[src/rtl/des_round_sequencer.sv]
// Control sequencer for a 16-round DES datapath. It issues the load, per-round
// and final-permutation enables and decodes the key-schedule rotation amount
// and direction for the current round. In step mode each stage waits for a
// tick strobe so the rounds can be watched on the board display.
//
// state   | meaning
// --------+---------------------------------------------------------------
// S_IDLE  | waiting for start; round_idx held at 0
// S_LOAD  | one cycle: load plaintext/key, apply initial permutation
// S_ROUND | one round per advance; round_idx walks 0..ROUNDS-1
// S_FINAL | on advance: swap halves, final permutation, capture result
// S_DONE  | one cycle: result valid, then back to idle
module des_round_sequencer #(
   parameter int ROUNDS = 16,
   parameter int IDX_W  = 4
) (
   input  logic             i_clk,
   input  logic             i_rst,
   input  logic             i_start,
   input  logic             i_decrypt,
   input  logic             i_step_mode,
   input  logic             i_tick_en,
   input  logic             i_abort,
   output logic             o_busy,
   output logic             o_load_en,
   output logic             o_round_en,
   output logic [IDX_W-1:0] o_round_idx,
   output logic [1:0]       o_shift_amt,
   output logic             o_key_dir,
   output logic             o_final_en,
   output logic             o_done
);

   typedef enum logic [2:0] {
      S_IDLE  = 3'd0,
      S_LOAD  = 3'd1,
      S_ROUND = 3'd2,
      S_FINAL = 3'd3,
      S_DONE  = 3'd4
   } state_t;

   localparam logic [IDX_W-1:0] LAST_IDX = IDX_W'(ROUNDS - 1);

   state_t           r_state;
   state_t           w_state_nxt;
   logic [IDX_W-1:0] r_round_idx;
   logic [IDX_W-1:0] w_idx_nxt;
   logic             r_key_dir;
   logic             w_dir_nxt;
   logic             r_busy;
   logic             r_load_en;
   logic             r_done;
   logic             w_advance;
   logic             w_round_en;
   logic             w_final_en;
   logic [1:0]       w_shift_amt;

   // State, round index and key direction registers; stage flags are
   // registered from the next state so they line up with the state itself.
   always_ff @(posedge i_clk) begin
      if (i_rst) begin
         r_state     <= S_IDLE;
         r_round_idx <= '0;
         r_key_dir   <= 1'b0;
         r_busy      <= 1'b0;
         r_load_en   <= 1'b0;
         r_done      <= 1'b0;
      end else begin
         r_state     <= w_state_nxt;
         r_round_idx <= w_idx_nxt;
         r_key_dir   <= w_dir_nxt;
         r_busy      <= (w_state_nxt == S_LOAD) || (w_state_nxt == S_ROUND) ||
                        (w_state_nxt == S_FINAL);
         r_load_en   <= (w_state_nxt == S_LOAD);
         r_done      <= (w_state_nxt == S_DONE);
      end
   end

   // Next-state logic. Round and final pulses must coincide with the tick that
   // advances them, so they are decoded from the current cycle's advance/abort.
   always_comb begin
      w_state_nxt = r_state;
      w_idx_nxt   = r_round_idx;
      w_dir_nxt   = r_key_dir;
      w_round_en  = 1'b0;
      w_final_en  = 1'b0;
      w_advance   = i_step_mode ? i_tick_en : 1'b1;
      case (r_state)
         S_IDLE: begin
            if (i_start) begin
               w_state_nxt = S_LOAD;
               w_idx_nxt   = '0;
               w_dir_nxt   = i_decrypt;
            end
         end
         S_LOAD: begin
            if (i_abort) begin
               w_state_nxt = S_IDLE;
               w_idx_nxt   = '0;
            end else begin
               w_state_nxt = S_ROUND;
            end
         end
         S_ROUND: begin
            if (i_abort) begin
               w_state_nxt = S_IDLE;
               w_idx_nxt   = '0;
            end else if (w_advance) begin
               w_round_en = 1'b1;
               if (r_round_idx == LAST_IDX) begin
                  w_state_nxt = S_FINAL;
               end else begin
                  w_idx_nxt = r_round_idx + IDX_W'(1);
               end
            end
         end
         S_FINAL: begin
            if (i_abort) begin
               w_state_nxt = S_IDLE;
               w_idx_nxt   = '0;
            end else if (w_advance) begin
               w_final_en  = 1'b1;
               w_state_nxt = S_DONE;
            end
         end
         S_DONE: begin
            w_state_nxt = S_IDLE;
            w_idx_nxt   = '0;
         end
         default: begin
            w_state_nxt = S_IDLE;
            w_idx_nxt   = '0;
         end
      endcase
   end

   // Key rotation table: rounds 0, 1, 8 and 15 rotate by one. Decryption runs
   // the schedule backwards from the encrypt end state, so round 0 needs none.
   always_comb begin
      w_shift_amt = 2'd2;
      if (r_round_idx == IDX_W'(0)) begin
         w_shift_amt = r_key_dir ? 2'd0 : 2'd1;
      end else if ((r_round_idx == IDX_W'(1)) || (r_round_idx == IDX_W'(8)) ||
                   (r_round_idx == IDX_W'(15))) begin
         w_shift_amt = 2'd1;
      end
   end

   // A reset in the same cycle must also suppress the strobe-driven pulses.
   assign o_round_en  = w_round_en & ~i_rst;
   assign o_final_en  = w_final_en & ~i_rst;
   assign o_busy      = r_busy;
   assign o_load_en   = r_load_en;
   assign o_done      = r_done;
   assign o_round_idx = r_round_idx;
   assign o_key_dir   = r_key_dir;
   assign o_shift_amt = w_shift_amt;

endmodule

[config.mk]
export PLATFORM = sky130hd
export DESIGN_NAME = des_round_sequencer
export DESIGN_NICKNAME = d
export VERILOG_FILES = /design/src/rtl/des_round_sequencer.sv
export SDC_FILE = /design/constraint.sdc
export NUM_CORES = 1
export LEC_CHECK = 0
export ABC_AREA = 1
export BUFFER_PORTS_ARGS = -buffer_cell sky130_fd_sc_hd__buf_2
export CORE_AREA = 8 8 45 47
export DETAILED_ROUTE_END_ITERATION = 8
export DIE_AREA = 0 0 53 55
export GPL_TIMING_DRIVEN = 0
export PLACE_DENSITY = 0.77
export SETUP_SLACK_MARGIN = 0.5
export SLEW_MARGIN = 40
export SYNTH_ARGS = -nofsm -noshare
export SYNTH_HDL_FRONTEND = slang
export SYNTH_SLANG_ARGS = --single-unit
export TNS_END_PERCENT = 100
[constraint.sdc]
create_clock -name i_clk -period 2.1 [get_ports i_clk]
set_clock_uncertainty 0.15 [all_clocks]
set_input_delay 0.21 -clock i_clk [delete_from_list [all_inputs] [get_ports i_clk]]
set_output_delay 0.21 -clock i_clk [all_outputs]
set_load 0.05 [all_outputs]
==> results.md, run 1 <==
- yes — clock tree from TritonCTS
- 2.38 mm — wire length of the first global-routing pass
- 7.12 um2 — mean cell area of the mapped netlist
- 0 — number of antenna diodes
- 48.2% — relative area change from synthesis to final layout
- 0.357 mW — Internal
- 0 — DRC Markers
- 0 ps — Setup TNS Final
- 673 — total via count after detailed routing
- 1.52 mm — overall routed net length
- 0 — Async S/R FF share, synth
- 0.602 — Slew HR
- 319 ps — worst path setup slack after routing
- primary input to register — worst hold path class
- inv_4 -> ha_4 -> nor2_4 -> o21ai_2 -> a31oi_4 -> nor2_4 -> buf_8 — ordered cell list for the critical path
- 0.404 — sequential power share
- 0.351 — proportion of total power due to net switching
- 11 — starting DRC count in detailed routing
- 138 — final std cells w/o fill
- 3 — CTS buffer count
- 0 — antenna violations before repair
- 0.335 — Combinational Power Share
- 2 — number of buffers between clock root and the deepest sink
- 0.848 — Period Utilization, post-route
- 1.14 mm — placed wire-length estimate
- 15 x sky130_fd_sc_hd__inv_1, 13 x sky130_fd_sc_hd__nand2_1, 11 x sky130_fd_sc_hd__dfxtp_1, 10 x sky130_fd_sc_hd__nor2_1, 8 x sky130_fd_sc_hd__nand3_1 — synth cell count leaders
- 11 — cell count of the worst reg-to-reg path
- r_state[2] — startpoint of the most critical register-to-register path
- output pin — Critical Path Sink Type
- 11 — post-synthesis sequential element count
- 0.473 nW — Leak Pwr
- 0.107 — global-route usage over all layers
- 239 um2 — area taken by flip-flops and latches
- sky130_fd_sc_hd__inv_1 — leading cell type by number of instances after synthesis
- 380 ps — Critical Path Max Stage Delay
- 0.566 — fraction of final layout cells sized beyond drive strength 1
- 0 — max-cap check violation count
- 1380 um2 — core outline area
- 0 — Hold Fails Final Rpt
- 0 — count of antenna-violating nets left after detailed routing
- 0.484 — starting utilization of the core area
- 94 — count of mapped cells out of synthesis
- 0.329 — area share of the largest cell type after synthesis
- finished clean — result of the run
- 0 — gr ovfl total
- 53 um — chip width
- 555 nW/um2 — Pwr per Cell Area
- i_rst — startpoint of the tightest hold check path
- 11 — clk sink count
- 0 — Yosys warnings
- 4.88 — Avg Vias per Cell
- register to output pin — critical setup path kind
- 1740 ps — CP Data Required Time
- 469 ps — worst setup slack before clock tree synthesis
- 55 um — die boundary height
- o_round_idx[1] — critical register-to-register path endpoint
- 0.261 — Clk network pwr share
- true — setup repair after global routing missed its margin
- 104 — post-synthesis net count
- 128 — Inst Count DP
- 70 ps — clock-pin slew reported for the worst setup and hold paths after clock tree synthesis
- 11 — pin count of the biggest net entering global routing
- register — sort of element at the start of the critical path
- 2920 um2 — Die ar.
- 4 — total iterations of the first detailed-routing run
- 19 — count of pins on the block boundary
- 107 — Filler Cell Count
- 463 um2 — area of the multi-input gates
- 14 — number of cell rows
- 0 — Pins Over Slew Limit
- 670 ps — worst reg2reg setup slack
- 1 — depth of the CTS H-tree
- sky130_fd_sc_hd__dfxtp_4 — cell type of the slowest stage on the worst timing path
- 23 — count of unique library cells instantiated by Yosys
- sky130_fd_sc_hd__dfxtp_1 — commonest register cell after synthesis
- 0 — endpoints failing setup
- 0.562 GHz — highest achievable clock rate
- 133 — count of nets after finishing
- o_round_idx[0] — endpoint with the worst hold slack
- 635 — via count of the first global-routing pass
- 0.194 mW — switching power
- 0 — count of hold-fix buffers inserted at cts
- 0.754 — RePlAce Congestion
- sky130_fd_sc_hd__dfxtp_1 — Yosys top cell by area
- 270 ps — insertion delay to the later sink of the worst-skew pair
- sky130_fd_sc_hd__dfxtp_1 33%, sky130_fd_sc_hd__inv_1 8.4%, sky130_fd_sc_hd__nand2_1 7.3% — largest cells by area after synthesis
- 0 — count of flip-flops with a built-in enable after synthesis
- 596 ps — actual slew at the worst max-slew pin
- 11.0 um — routed length per instance
- 1780 ps — time the final worst path needs with I/O delays and setup
- 669 um2 — mapped cell area
- sky130_fd_sc_hd__nor2_4 — CP most frequent cell
- 18 — Port Buffer Count
- 1420 ps — arrival time worst endpoint
- 322 uV — worst voltage drop across the vdd grid
- 5 — critical path peak fanout
- 0.329 — part of the Yosys area used for sequential elements
- 3 — hold path cells
- sky130_fd_sc_hd__clkbuf_4 — root buf cell
[area by class of cell]
class / count / share of cell area
Buffer: 1 / 0.00378
Sequential cell: 11 / 0.241
Clock buffer: 4 / 0.0265
Multi-Input combinational cell: 63 / 0.467
Tap cell: 16 / 0.0202
Timing Repair Buffer: 24 / 0.165
Inverter: 19 / 0.0769
[power groups by stage]
stage / sequential (mW) / combinational [mW] / clock (mW)
floorplan: 0.253 / 0.102 / 0
global placement: 0.228 / 0.154 / 0
detailed placement: 0.228 / 0.156 / 0
CTS: 0.224 / 0.167 / 0.150
global route: 0.224 / 0.198 / 0.161
finish: 0.223 / 0.185 / 0.144
[cells in the final DEF (no fill, tap or decap), types with 2 or more instances in the layout]
cell	instances
sky130_fd_sc_hd__inv_1	10
sky130_fd_sc_hd__a21oi_2	2
sky130_fd_sc_hd__inv_4	2
sky130_fd_sc_hd__nor3_4	2
sky130_fd_sc_hd__nand3_1	7
sky130_fd_sc_hd__clkbuf_1	2
sky130_fd_sc_hd__nand2_2	4
sky130_fd_sc_hd__nand2_1	13
sky130_fd_sc_hd__ha_2	2
sky130_fd_sc_hd__clkbuf_4	3
sky130_fd_sc_hd__nor2_4	4
sky130_fd_sc_hd__nand2_4	3
sky130_fd_sc_hd__nor2_1	8
sky130_fd_sc_hd__buf_6	3
sky130_fd_sc_hd__dfxtp_1	4
sky130_fd_sc_hd__nand3_2	2
sky130_fd_sc_hd__buf_2	14
sky130_fd_sc_hd__inv_2	7
sky130_fd_sc_hd__dfxtp_4	4
sky130_fd_sc_hd__buf_4	6
sky130_fd_sc_hd__nand4_1	2
sky130_fd_sc_hd__nor3_1	3
sky130_fd_sc_hd__nor2_2	2
sky130_fd_sc_hd__dfxtp_2	3
[metal layers]
layer	global-route usage	vias to the layer above	part of all wire
met2	0.201	13	0.52
met3	0.0321	4	0.051
met1	0.106	300	0.41
li1	-	356	-
met5	0	-	0
met4	0.0517	0	0.018
[worst max-delay path, delay by kind of cell, from the launching register on]
family	cells	cell delay, ps
buffers and inverters	2	190
adder cells (fa/ha/maj)	1	160
AO/OA/AOI/OAI	2	260
flip-flops	1	380
AND/OR/NAND/NOR	2	150
[per-stage QoR]
step	util	power (mW)	instance area (um2)	hold WS (ps)
after global placement	0.619	0.382	857	323
final	0.717	0.551	992	70.5
after global routing	0.717	0.583	992	67.9
after CTS	0.673	0.540	931	63.6
after floorplan	-	0.354	747	236
after detailed placement	0.619	0.384	857	332
[cell families after synthesis]
family / after synthesis / share of synthesized area
adder cells (fa/ha/maj): 3 / 0.0561
flip-flops: 11 / 0.329
AO/OA/AOI/OAI: 8 / 0.0878
AND/OR/NAND/NOR: 52 / 0.415
buffers and inverters: 20 / 0.112
[how the worst max path moves through the flow]
stage | startpoint | to | slack, ps | cells past startpoint
global route | o_round_idx[0] | o_shift_amt[0] | 270 | 7
CTS | o_round_idx[0] | o_shift_amt[0] | 320 | 7
finish | o_round_idx[0] | o_shift_amt[0] | 320 | 7
global placement | o_round_idx[0] | o_shift_amt[1] | 480 | 5
detailed placement | o_round_idx[0] | o_shift_amt[1] | 470 | 5
floorplan | o_round_idx[1] | o_shift_amt[0] | 340 | 6
[flip-flops by register name, indices dropped and copies added (netlist names)]
name	cells
r_state	3
o_load_en	1
o_key_dir	1
o_done	1
o_busy	1
o_round_idx	4
[timing repair]
action / 4_1_cts / 5_1_grt
setup buffers: 1 / 5
setup endpoints to repair: 4 / 4
pin swaps: 1 / 5
resized for setup: 15 / 7
Note: power is estimated with default switching activity, not from simulation.
==> inputs of run 2 (changes only) <==
Settings changed: ABC_AREA 1 to 0, CORE_AREA 8 8 45 47 to default, CORE_MARGIN from default to 8, CORE_UTILIZATION from default to 43, DIE_AREA 0 0 53 55 to default, PLACE_DENSITY 0.77 to 0.72.
Clock period 2.1 ns to 1.55 ns, I/O delays scaled along.
==> results.md, run 2 <==
- 1230 um2 — Final Instance Area, +24%
- -889 ps — Setup TNS Final, -889 ps
- 5 — total iterations of the first detailed-routing run, +1
- primary input to register — worst hold path class
- 645 nW/um2 — Pwr per Cell Area, +16%
- 105% — relative area change from synthesis to final layout
- 75.8 ps — hold_ws, +5.23 ps
- 9 — endpoints failing setup, +9
- output pin — Critical Path Sink Type
- 872 um2 — Placement Cell Area, +1.8%
- sky130_fd_sc_hd__dfxtp_1 37%, sky130_fd_sc_hd__ha_1 6.3%, sky130_fd_sc_hd__mux2i_1 5.0% — largest cells by area after synthesis
- 8.23 um2 — mean cell area of the mapped netlist, +16%
- 19.8 um — routed length per instance, +80%
- 1.12 mm — placed wire-length estimate, -1.6%
- 17 — Port Buffer Count, -1
- 0.490 nW — Leak Pwr, +3.5%
- 0 — number of antenna diodes, unchanged
- 0 — Async S/R FF share, synth, unchanged
- 53.4 um — chip width, +0.70%
- 0 — Pins Over Slew Limit, unchanged
- 4 — Largest register FFs, unchanged
- 0 — max-cap check violation count, unchanged
- 0 — Yosys warnings, unchanged
- 13 x sky130_fd_sc_hd__buf_4, 8 x sky130_fd_sc_hd__buf_8, 7 x sky130_fd_sc_hd__buf_2, 7 x sky130_fd_sc_hd__dfxtp_4, 7 x sky130_fd_sc_hd__buf_6 — highest-count cells in the layout ignoring fill and taps
- 686 uV — worst voltage drop across the vdd grid, +110%
- 126 — final std cells w/o fill, -8.7%
- 2.50 mm — overall routed net length, +65%
- 0.367 — part of the Yosys area used for sequential elements, +0.0377
- sky130_fd_sc_hd__buf_4 — most common cell after layout, fill and taps aside
- 1300 um2 — core outline area, -6.0%
- 73 — count of mapped cells out of synthesis, -22%
- 0.685 — fraction of final layout cells sized beyond drive strength 1, +0.119
- negative setup slack — violated checks
- sky130_fd_sc_hd__dfxtp_1 — commonest register cell after synthesis
- 13 — number of cell rows, -1
- register — sort of element at the start of the critical path
- 11 x sky130_fd_sc_hd__dfxtp_1, 6 x sky130_fd_sc_hd__nor2_1, 5 x sky130_fd_sc_hd__nand2_1, 5 x sky130_fd_sc_hd__nand3_1 — synth cell count leaders
- 0.462 — starting utilization of the core area, -0.0222
- 0.700 — RePlAce Congestion, -7.2%
- 2 — number of buffers between clock root and the deepest sink, unchanged
- 330 ps — actual slew at the worst max-slew pin, -266 ps
- true — setup repair after global routing missed its margin
- 0 — gr ovfl total, unchanged
- 0 — DRC Markers, unchanged
- 2850 um2 — Die ar., -2.3%
- complete, but fails checks — result of the run
- 11 — post-synthesis sequential element count, unchanged
- 5.73 — Avg Vias per Cell, +17%
- 0.779 — Slew HR, +0.176
- 122 — count of nets after finishing, -8.3%
- 70 ps — clock-pin slew reported for the worst setup and hold paths after clock tree synthesis, about the same
- 722 — total via count after detailed routing, +7.3%
- 3 — CTS buffer count, unchanged
- 83 — post-synthesis net count, -20%
- 0 — count of antenna-violating nets left after detailed routing, unchanged
- 0 — count of flip-flops with a built-in enable after synthesis, unchanged
- 1.16 — Period Utilization, post-route
- yes — clock tree from TritonCTS
- register to output pin — critical setup path kind
- 270 ps — insertion delay to the later sink of the worst-skew pair, about the same
- 0.557 GHz — highest achievable clock rate
- 1240 ps — CP Data Required Time, -500 ps
- 11 — clk sink count, unchanged
- 783 — via count of the first global-routing pass, +23%
- 0.792 mW — Tot Pwr, +44%
- 5 — critical path peak fanout, unchanged
- 11 — pin count of the biggest net entering global routing, unchanged
- 1490 ps — arrival time worst endpoint, +70 ps
- 1800 ps — time the final worst path needs with I/O delays and setup
- -246 ps — worst path setup slack after routing, -566 ps
- 0.179 — global-route usage over all layers, +0.0721
- 3.84 mm — wire length of the first global-routing pass, +61%
- 601 um2 — mapped cell area, -10%
- sky130_fd_sc_hd__clkbuf_4 — root buf cell
- 0 — antenna violations before repair, unchanged
- 19 — count of pins on the block boundary, unchanged
- 1 — depth of the CTS H-tree, unchanged
- 0.367 — area share of the largest cell type after synthesis, +0.0377
- sky130_fd_sc_hd__dfxtp_1 — leading cell type by number of instances after synthesis
- 13 — starting DRC count in detailed routing, +2
- sky130_fd_sc_hd__dfxtp_1 — Yosys top cell by area
- 53.4 um — die boundary height, -3.0%
- 28 — count of unique library cells instantiated by Yosys, +22%
- 0 — Hold Fails Final Rpt, unchanged
- 105 — Inst Count DP, -18%
==> run 2: through the flow <==
| step | utilization | setup WS, ps |
|---|---|---|
| after floorplan | - | -116 |
| after global placement | 0.670 | -74.7 |
| after detailed placement | 0.670 | -75.8 |
| after CTS | 0.884 | -195 |
| after global routing | 0.944 | -290 |
| final | 0.944 | -246 |
==> run 2: critical path, cell delays in order, from the launching register on <==
cell and delay, ps:
sky130_fd_sc_hd__dfxtp_4 390, sky130_fd_sc_hd__inv_4 80, sky130_fd_sc_hd__ha_4 140, sky130_fd_sc_hd__a21oi_2 40, sky130_fd_sc_hd__o21a_4 210, sky130_fd_sc_hd__a41oi_4 190
sky130_fd_sc_hd__buf_6 190
==> run 2: per-layer routing <==
| layer | wire, um | share of wire | global-route usage |
|---|---|---|---|
| met4 | 34 | 0.014 | 0.0504 |
| met3 | 166 | 0.066 | 0.0728 |
| met2 | 1250 | 0.50 | 0.324 |
| met5 | 0 | 0 | 0 |
| met1 | 1050 | 0.42 | 0.185 |
==> run 2: cells by family after synthesis <==
kind of cell | count (synthesis) | share of synthesized area
AO/OA/AOI/OAI | 17 | 0.192
AND/OR/NAND/NOR | 32 | 0.283
flip-flops | 11 | 0.367
adder cells (fa/ha/maj) | 3 | 0.0625
multiplexers | 3 | 0.0500
buffers and inverters | 7 | 0.0458
==> run 2: power breakdown <==
group          internal (mW)  leakage (nW)  total [mW]  switching, mW
Combinational          0.132         0.378       0.292          0.160
Sequential             0.287        0.0966       0.304         0.0170
Clock                 0.0995        0.0150       0.196         0.0961
==> run 2: final timing paths <==
check                 start        endpoint  slack, ps  cells after the start
min reg2reg  o_round_idx[1]  o_round_idx[1]        430                      2
max reg2reg      r_state[1]  o_round_idx[1]        -80                      4
max          o_round_idx[0]  o_shift_amt[0]       -250                      6
min                   i_rst      r_state[0]         80                      2
==> run 2: timing repair <==
action,in CTS,in global routing
buffers inserted,12,4
gates resized for setup,43,15
endpoints found under the hold margin,1,0
pin swaps,7,2
hold buffers,1,0
endpoints found under the setup margin,23,23
==> run 2: area by class of cell <==
class / instances / area (um2)
Fill cell: 33 / 72.6
Timing Repair Buffer: 34 / 322
Clock buffer: 4 / 26.3
Tap cell: 15 / 18.8
Buffer: 3 / 45.0
Inverter: 4 / 20.0
Multi-Input combinational cell: 55 / 546
Sequential cell: 11 / 251
==> inputs of run 3 (changes only) <==
Settings changed: BUFFER_PORTS_ARGS -buffer_cell sky130_fd_sc_hd__buf_2 to -buffer_cell sky130_fd_sc_hd__clkbuf_2, CORE_AREA from default to 8 8 45 47, CORE_MARGIN 8 to default, CORE_UTILIZATION 43 to default, DIE_AREA from default to 0 0 53 55.
Clock period 1.55 ns to 2.3 ns, I/O delays scaled along.
==> results.md, run 3 (synthesis results as in run 2) <==
- output pin — Critical Path Sink Type
- 464 ps — worst path setup slack after routing, +710 ps
- 0.673 — share of the core filled with cells in the final layout, -0.272
- 0 — endpoints failing setup, -9
- sky130_fd_sc_hd__clkbuf_4 — root buf cell
- 0 — count of antenna-violating nets left after detailed routing, unchanged
- 2.72 mm — wire length of the first global-routing pass, -29%
- 0.124 — global-route usage over all layers, -0.0552
- 12 — starting DRC count in detailed routing, -1
- primary input to register — worst hold path class
- 70 ps — clock-pin slew reported for the worst setup and hold paths after clock tree synthesis, about the same
- 401 ps — actual slew at the worst max-slew pin, +71.5 ps
- 744 um2 — Placement Cell Area, -15%
- 335 uV — worst voltage drop across the vdd grid, -51%
- 624 — via count of the first global-routing pass, -20%
- finished clean — result of the run
- 2 — number of buffers between clock root and the deepest sink, unchanged
- 13.7 um — routed length per instance, -31%
- 19 — count of pins on the block boundary, unchanged
- 49.3 ps — hold_ws, -26.4 ps
- register — sort of element at the start of the critical path
- 510 nW/um2 — Pwr per Cell Area, -21%
- 0 — antenna violations before repair, unchanged
- 55.0% — relative area change from synthesis to final layout
- 1920 ps — CP Data Required Time, +680 ps
- 0.798 — Period Utilization, post-route
- 0.545 GHz — highest achievable clock rate
- yes — clock tree from TritonCTS
- 0 — Pins Over Slew Limit, unchanged
- 0.434 — starting utilization of the core area, -0.0275
- 1.07 mm — placed wire-length estimate, -4.3%
- 14 x sky130_fd_sc_hd__clkbuf_2, 7 x sky130_fd_sc_hd__dfxtp_1, 5 x sky130_fd_sc_hd__clkbuf_4, 5 x sky130_fd_sc_hd__nor2_1, 5 x sky130_fd_sc_hd__buf_4 — highest-count cells in the layout ignoring fill and taps
- 1 — depth of the CTS H-tree, unchanged
- 2920 um2 — Die ar., +2.3%
- 5.23 — Avg Vias per Cell, -8.6%
- 0 — number of antenna diodes, unchanged
- 110 — count of nets after finishing, -9.8%
- 0 — max-cap check violation count, unchanged
- 110 — Filler Cell Count, +230%
- 4 — total iterations of the first detailed-routing run, -1
- 0.799 — RePlAce Congestion, +14%
- 0.475 mW — Tot Pwr, -40%
- sky130_fd_sc_hd__clkbuf_2 — most common cell after layout, fill and taps aside
- 11 — pin count of the biggest net entering global routing, unchanged
- 0 ps — Setup TNS Final, +889 ps
- 498 ps — worst setup slack before clock tree synthesis, +574 ps
- 1380 um2 — core outline area, +6.3%
- 1460 ps — arrival time worst endpoint, -30 ps
- 270 ps — insertion delay to the later sink of the worst-skew pair, about the same
- 0.732 — Slew HR, -0.0469
- 0 — gr ovfl total, unchanged
- 4 — Largest register FFs, unchanged
- 602 — total via count after detailed routing, -17%
- 11 — clk sink count, unchanged
- 0 — count of hold-fix buffers inserted at cts, -1
- 1840 ps — time the final worst path needs with I/O delays and setup
- 1.57 mm — overall routed net length, -37%
- 17 — Port Buffer Count, unchanged
- 0.475 — fraction of final layout cells sized beyond drive strength 1, -0.210
- 3 — CTS buffer count, unchanged
- 14 — number of cell rows, +1
- 0.380 nW — Leak Pwr, -23%
- 106 — Inst Count DP, +0.95%
- 0 — DRC Markers, unchanged
- 55 um — die boundary height, +3.1%
- 0 — Hold Fails Final Rpt, unchanged
- 53 um — chip width, -0.69%
- register to output pin — critical setup path kind
- 115 — final std cells w/o fill, -8.7%
- true — setup repair after global routing missed its margin
- 3 — critical path peak fanout, -2
- 931 um2 — Final Instance Area, -24%
-- run 3: cell types whose count changed in the layout (fill, tap and decap cells not counted), sizes merged --
| cell | previous run | this run |
|---|---|---|
| dlygate4sd3 | 1 | 0 |
| buf | 35 | 9 |
| clkbuf | 5 | 20 |
-- run 3: cell type report --
type | count | area [um2] | area share
sequential | 11 | 233 | 0.250
clock buffer | 4 | 26.3 | 0.0282
inverter | 4 | 20.0 | 0.0215
multi-input combinational | 55 | 463 | 0.497
buffer | 3 | 17.5 | 0.0188
tap | 16 | 20.0 | 0.0215
timing repair buffer | 22 | 151 | 0.163
-- run 3: worst paths after layout --
kind                       start        endpoint  slack, ps  cells past startpoint
hold / removal         i_decrypt       o_key_dir         50                      3
hold reg to reg   o_round_idx[2]  o_round_idx[2]        370                      2
setup / recovery  o_round_idx[1]  o_shift_amt[0]        460                      6
setup reg to reg      r_state[1]  o_round_idx[3]        630                      4
-- run 3: what timing repair did --
item / CTS / global route
gates resized for setup: 25 / 12
endpoints found under the hold margin: 0 / 0
gates cloned: 0 / 0
pin swaps: 3 / 3
endpoints found under the setup margin: 4 / 5
setup buffers: 4 / 1
-- run 3: per-layer routing --
metal | up-vias | global-route usage | share of wire
met5 | - | 0 | 0
met2 | 16 | 0.223 | 0.53
li1 | 312 | - | -
met3 | 4 | 0.0428 | 0.051
met4 | 0 | 0.0647 | 0.018
met1 | 270 | 0.125 | 0.40
-- run 3: power by group --
group	internal (mW)	total (mW)	switching, mW
clock	0.0671	0.130	0.0628
sequential	0.196	0.205	0.00832
combinational	0.0543	0.140	0.0861
total	0.318	0.475	0.157
-- run 3: critical path, stage by stage (launching register included) --
cell and delay (ps):
sky130_fd_sc_hd__dfxtp_4 370, sky130_fd_sc_hd__inv_4 80, sky130_fd_sc_hd__ha_4 130, sky130_fd_sc_hd__a21oi_2 40
sky130_fd_sc_hd__o21a_2 210, sky130_fd_sc_hd__a41oi_4 180, sky130_fd_sc_hd__buf_8 170
